<file path="src/rtl/ultrasonic_ranging_sequencer.sv">
// Ultrasonic ranging sequencer: periodic trigger pulse, echo measurement window and
// synchronised echo forwarding for the downstream distance counter.
module ultrasonic_ranging_sequencer #(
  parameter int TRIG_CYCLES   = 1000,
  parameter int WINDOW_CYCLES = 3000000,
  parameter int PERIOD_CYCLES = 6000000,
  parameter int SYNC_STAGES   = 2
) (
  input  logic clk,
  input  logic reset,
  input  logic enable,
  input  logic echo_in,
  output logic trig_out,
  output logic disStart,
  output logic detect,
  output logic busy,
  output logic timeout
);

  localparam logic [31:0] TRIG_LAST   = 32'(TRIG_CYCLES - 1);
  localparam logic [31:0] WIN_LAST    = 32'(WINDOW_CYCLES - 1);
  localparam logic [31:0] PERIOD_LAST = 32'(PERIOD_CYCLES - 1);

  typedef enum logic [2:0] {IDLE, TRIG, WAIT_ECHO, MEASURE, HOLD} state_t;

  state_t                 state, state_next;
  logic [SYNC_STAGES-1:0] sync;
  logic                   echo_s, echo_s_d, echo_rise;
  logic [31:0]            period_cnt, window_cnt;
  logic                   to_flag, to_pend;
  logic                   trig_d, dis_d, det_d, busy_d;

  assign echo_s    = sync[SYNC_STAGES-1];
  assign echo_rise = echo_s & ~echo_s_d;

  // Echo synchroniser plus one delay flop for edge detection
  always_ff @(posedge clk or posedge reset) begin
    if (reset) begin
      sync     <= '0;
      echo_s_d <= 1'b0;
    end else begin
      sync     <= {sync[SYNC_STAGES-2:0], echo_in};
      echo_s_d <= echo_s;
    end
  end

  always_ff @(posedge clk or posedge reset) begin
    if (reset) state <= IDLE;
    else       state <= state_next;
  end

  // A rise seen on the first window cycle means echo was already high on entry: stale.
  always_comb begin
    state_next = state;
    to_flag    = 1'b0;
    case (state)
      IDLE:      if (enable) state_next = TRIG;
      TRIG:      if (period_cnt == TRIG_LAST) state_next = WAIT_ECHO;
      WAIT_ECHO: begin
        if (echo_rise && window_cnt != '0) begin
          state_next = MEASURE;
        end else if (window_cnt == WIN_LAST) begin
          state_next = HOLD;
          to_flag    = 1'b1;
        end
      end
      MEASURE: begin
        if (!echo_s) begin
          state_next = HOLD;
        end else if (window_cnt == WIN_LAST) begin
          state_next = HOLD;
          to_flag    = 1'b1;
        end
      end
      HOLD:      if (period_cnt == PERIOD_LAST) state_next = enable ? TRIG : IDLE;
      default:   state_next = IDLE;
    endcase
  end

  always_ff @(posedge clk or posedge reset) begin
    if (reset) begin
      period_cnt <= '0;
      window_cnt <= '0;
    end else begin
      if (state_next == TRIG && state != TRIG) period_cnt <= '0;
      else if (period_cnt != PERIOD_LAST)      period_cnt <= period_cnt + 32'd1;

      if (state == TRIG)                                 window_cnt <= '0;
      else if (state == WAIT_ECHO || state == MEASURE)   window_cnt <= window_cnt + 32'd1;
    end
  end

  // Outputs decode the current state; detect uses the delayed echo so it tracks
  // the one-cycle output lag and falls together with disStart.
  always_comb begin
    trig_d = (state == TRIG);
    dis_d  = (state == WAIT_ECHO) || (state == MEASURE);
    det_d  = (state == MEASURE) && echo_s_d;
    busy_d = (state != IDLE);
  end

  always_ff @(posedge clk or posedge reset) begin
    if (reset) begin
      trig_out <= 1'b0;
      disStart <= 1'b0;
      detect   <= 1'b0;
      busy     <= 1'b0;
      to_pend  <= 1'b0;
      timeout  <= 1'b0;
    end else begin
      trig_out <= trig_d;
      disStart <= dis_d;
      detect   <= det_d;
      busy     <= busy_d;
      to_pend  <= to_flag;
      timeout  <= to_pend;
    end
  end

endmodule

</file>
<file path="config.mk">
export PLATFORM = sky130hd
export DESIGN_NAME = ultrasonic_ranging_sequencer
export DESIGN_NICKNAME = d
export VERILOG_FILES = /design/src/rtl/ultrasonic_ranging_sequencer.sv
export SDC_FILE = /design/constraint.sdc
export NUM_CORES = 1
export LEC_CHECK = 0
export ABC_CLOCK_PERIOD_IN_PS = 2300
export BUFFER_PORTS_ARGS = -buffer_cell sky130_fd_sc_hd__buf_2
export CAP_MARGIN = 15
export CORE_UTILIZATION = 56
export DETAILED_ROUTE_END_ITERATION = 10
export PLACE_DENSITY = 0.75
export SLEW_MARGIN = 20
export SYNTH_ARGS = -nofsm -noshare
export SYNTH_HDL_FRONTEND = slang
export SYNTH_SLANG_ARGS = --single-unit
</file>
<file path="constraint.sdc">
create_clock -name clk -period 2.3 [get_ports clk]
set_input_delay 0.345 -clock clk [delete_from_list [all_inputs] [get_ports clk]]
set_output_delay 0.345 -clock clk [all_outputs]
set_load 0.02 [all_outputs]
</file>
==> results.json <==
{
  "final_nets": 426,
  "tightest_slew_ps": 604,
  "place_congestion": 0.838,
  "final_layout_size_suffix_gt1_share_pct": 11.6,
  "drt_iter0_markers": 207,
  "fin_tns_setup_ps": 0,
  "slew_viol_final": 0,
  "final_common_cell": "dfrtp_1",
  "antenna_found_initial": 0,
  "ys_seq_area_share_pct": 48.5,
  "clkTransAtPathRegs_ps": 70,
  "min_path_type": "in -> async",
  "syn_to_final_growth_pct": 10.5,
  "grt_use_total_pct": 23.1,
  "grt_overflow_total": 0,
  "critPathRequiredTime_ps": 2580,
  "synthAdderAreaFrac_pct": 0.958,
  "place_area_um2": 4110,
  "cts_buffers": 9,
  "clk_path_buf_depth": 2,
  "status": "finished clean",
  "grt_start_max_net_pins": 34,
  "die_width_um": 85.6,
  "min_period_ps": 1960,
  "n_antenna_cell": 0,
  "min_period_over_period_pct": 85.3,
  "cp-start-kind": "flop",
  "synth_compound_area_share_pct": 4.22,
  "async_flop_share_pct": 100,
  "synthXorXnorAreaFrac_pct": 11.4,
  "rsz0062_at_grt": "false",
  "fp.dieArea_um2": 7330,
  "synthSimpleGateAreaFrac_pct": 31.3,
  "fp-row-count": 30,
  "leakage_nw": 1.95,
  "cp-end-kind": "flop",
  "synthesis.nets": 408,
  "cts_tree": "done",
  "synth_top_family_by_area": "simple AND/OR/NAND/NOR gates",
  "root_buffer": "clkbuf_8",
  "post-cts-setup-buffers": 0,
  "ys.flop_type": "dfrtp_1",
  "cts_resized": 0,
  "pin_count": 9,
  "fin_skew_ps": 8.97,
  "crit_fanout": 33,
  "synth_area_leaders": "dfrtp_1 (49%), xor2_1 (8.9%), nor2_1 (6.9%)",
  "layout_common_cells": "dfrtp_1 (76), nor2_1 (72), xor2_1 (40)",
  "drt-total-wl_mm": 7.66,
  "hold_viol_final": 0,
  "synth_seq_cells": 76,
  "dp_cells": 504,
  "power_density_nw_per_um2": 573,
  "fmax_mhz": 510,
  "hpwl_mm": 5.17,
  "muxShareOfSynthArea_pct": 0.543,
  "synth-warning-count": 0,
  "htree_levels": 3,
  "initial_utilization_pct": 57.7,
  "fin_cells": 520,
  "clk_latency_ps": 350,
  "vias": 2928,
  "synthCells": 401,
  "routedWlPerCell_um": 14.7,
  "syn_area_um2": 3920,
  "setup_viol": 0,
  "yosysTopAreaCellShare_pct": 48.5,
  "path_class": "reg -> reg",
  "nFillCells": 562,
  "drt-pass1-iter-count": 5,
  "maxCapViolCount": 0,
  "die_h_um": 85.6,
  "yosysTopAreaCell": "dfrtp_1",
  "peakVddDrop_uv": 255,
  "clock_sinks": 76,
  "ys_types": 47,
  "avgSynthCellArea_um2": 9.77,
  "synth-edff-count": 0,
  "rrSetupSlack_ps": 340,
  "grt_pass1_vias": 2781,
  "drcViolationCount": 0,
  "slew_headroom_pct": 59.5,
  "via_per_inst": 5.63,
  "port_buffers": 8,
  "cts_hold_buf": 0,
  "antenna_left": 0,
  "grt_pass1_wl_mm": 13.1,
  "cp.arrival_ps": 2240,
  "core_area_um2": 6790,
  "fin_area_um2": 4330
}
==> registers in the layout, summed over array words and instances, names as in the netlist <==
register,flops
sync,2
state,3
disStart,1
to_pend,1
detect,1
timeout,1
period_cnt,32
trig_out,1
window_cnt,32
echo_s_d,1
busy,1
==> area by class of cell <==
cell class                      count  area [µm²]  share of cell area (%)
Clock inverter                      5        75.1                    1.73
Multi-Input combinational cell    301        1900                    43.9
Tap cell                           96         120                    2.77
Clock buffer                       11         141                    3.26
Sequential cell                    76        1900                    43.9
Timing Repair Buffer               18         140                    3.24
Inverter                           13        48.8                    1.13
==> Yosys cell counts (all sizes together) (2+ instances only) <==
| master | number |
|---|---|
| dfrtp | 76 |
| nor2 | 72 |
| xor2 | 40 |
| nand4 | 31 |
| nand3 | 28 |
| nand2 | 25 |
| nor4 | 17 |
| and3 | 14 |
| nor3 | 13 |
| inv | 12 |
| xnor2 | 11 |
| a21oi | 7 |
| buf | 6 |
| and2 | 5 |
| and4 | 5 |
| clkbuf | 5 |
| o21ai | 5 |
| or3 | 4 |
| ha | 3 |
| nand2b | 3 |
| a211oi | 2 |
| a22o | 2 |
==> critical path, cell delays in order, from the launching register on <==
cell and delay, ps:
dfrtp_1 400, ha_1 260, nand3_1 170, nor2_1 300
nand3b_4 200, a21oi_4 210, buf_12 200, nand4b_1 140
==> power by group <==
group          internal [mW]  switching, mW  total [mW]
logic                0.00908         0.0279      0.0369
clock network          0.635          0.470        1.11
registers               1.34        0.00220        1.34
total                   1.98          0.500        2.48
==> logic make-up (layout without fill, tap and decap cells) <==
logic type / after synthesis / after routing
and+or+nand+nor: 223 / 223
DFF: 76 / 76
xor gates and xnor gates: 51 / 51
buffers and inverters: 24 / 47
AOI/OAI and AO/OA: 22 / 22
adders and majority gates: 3 / 3
muxes: 2 / 2
==> final timing paths <==
path / from / endpoint / cells past startpoint
min reg2reg: to_pend / timeout / 0
min: reset / window_cnt[28] / 2
max in group asynchronous: reset / window_cnt[13] / 3
max reg2reg: period_cnt[0] / state[0] / 7
min in group clk: echo_in / sync[0] / 1
max: period_cnt[0] / state[0] / 7
==> layer usage <==
metal	GRT usage (%)	up-vias	share of wire, %
li1	-	1445	-
met1	33.0	1427	50
met2	34.0	47	46
met3	5.58	9	3.6
met4	8.94	0	1.4
met5	0	-	0
==> stage by stage <==
stage	hold slack, ps	setup WS, ps	utilization, %	total power, mW
final	40.7	338	63.7	2.48
after global routing	78.0	215	63.7	2.58
after CTS	43.0	334	63.7	2.51
after detailed placement	341	383	60.6	1.41
after global placement	336	450	60.6	1.40
after floorplan	331	16.7	-	1.39
Power figures use the tool's default switching activity.
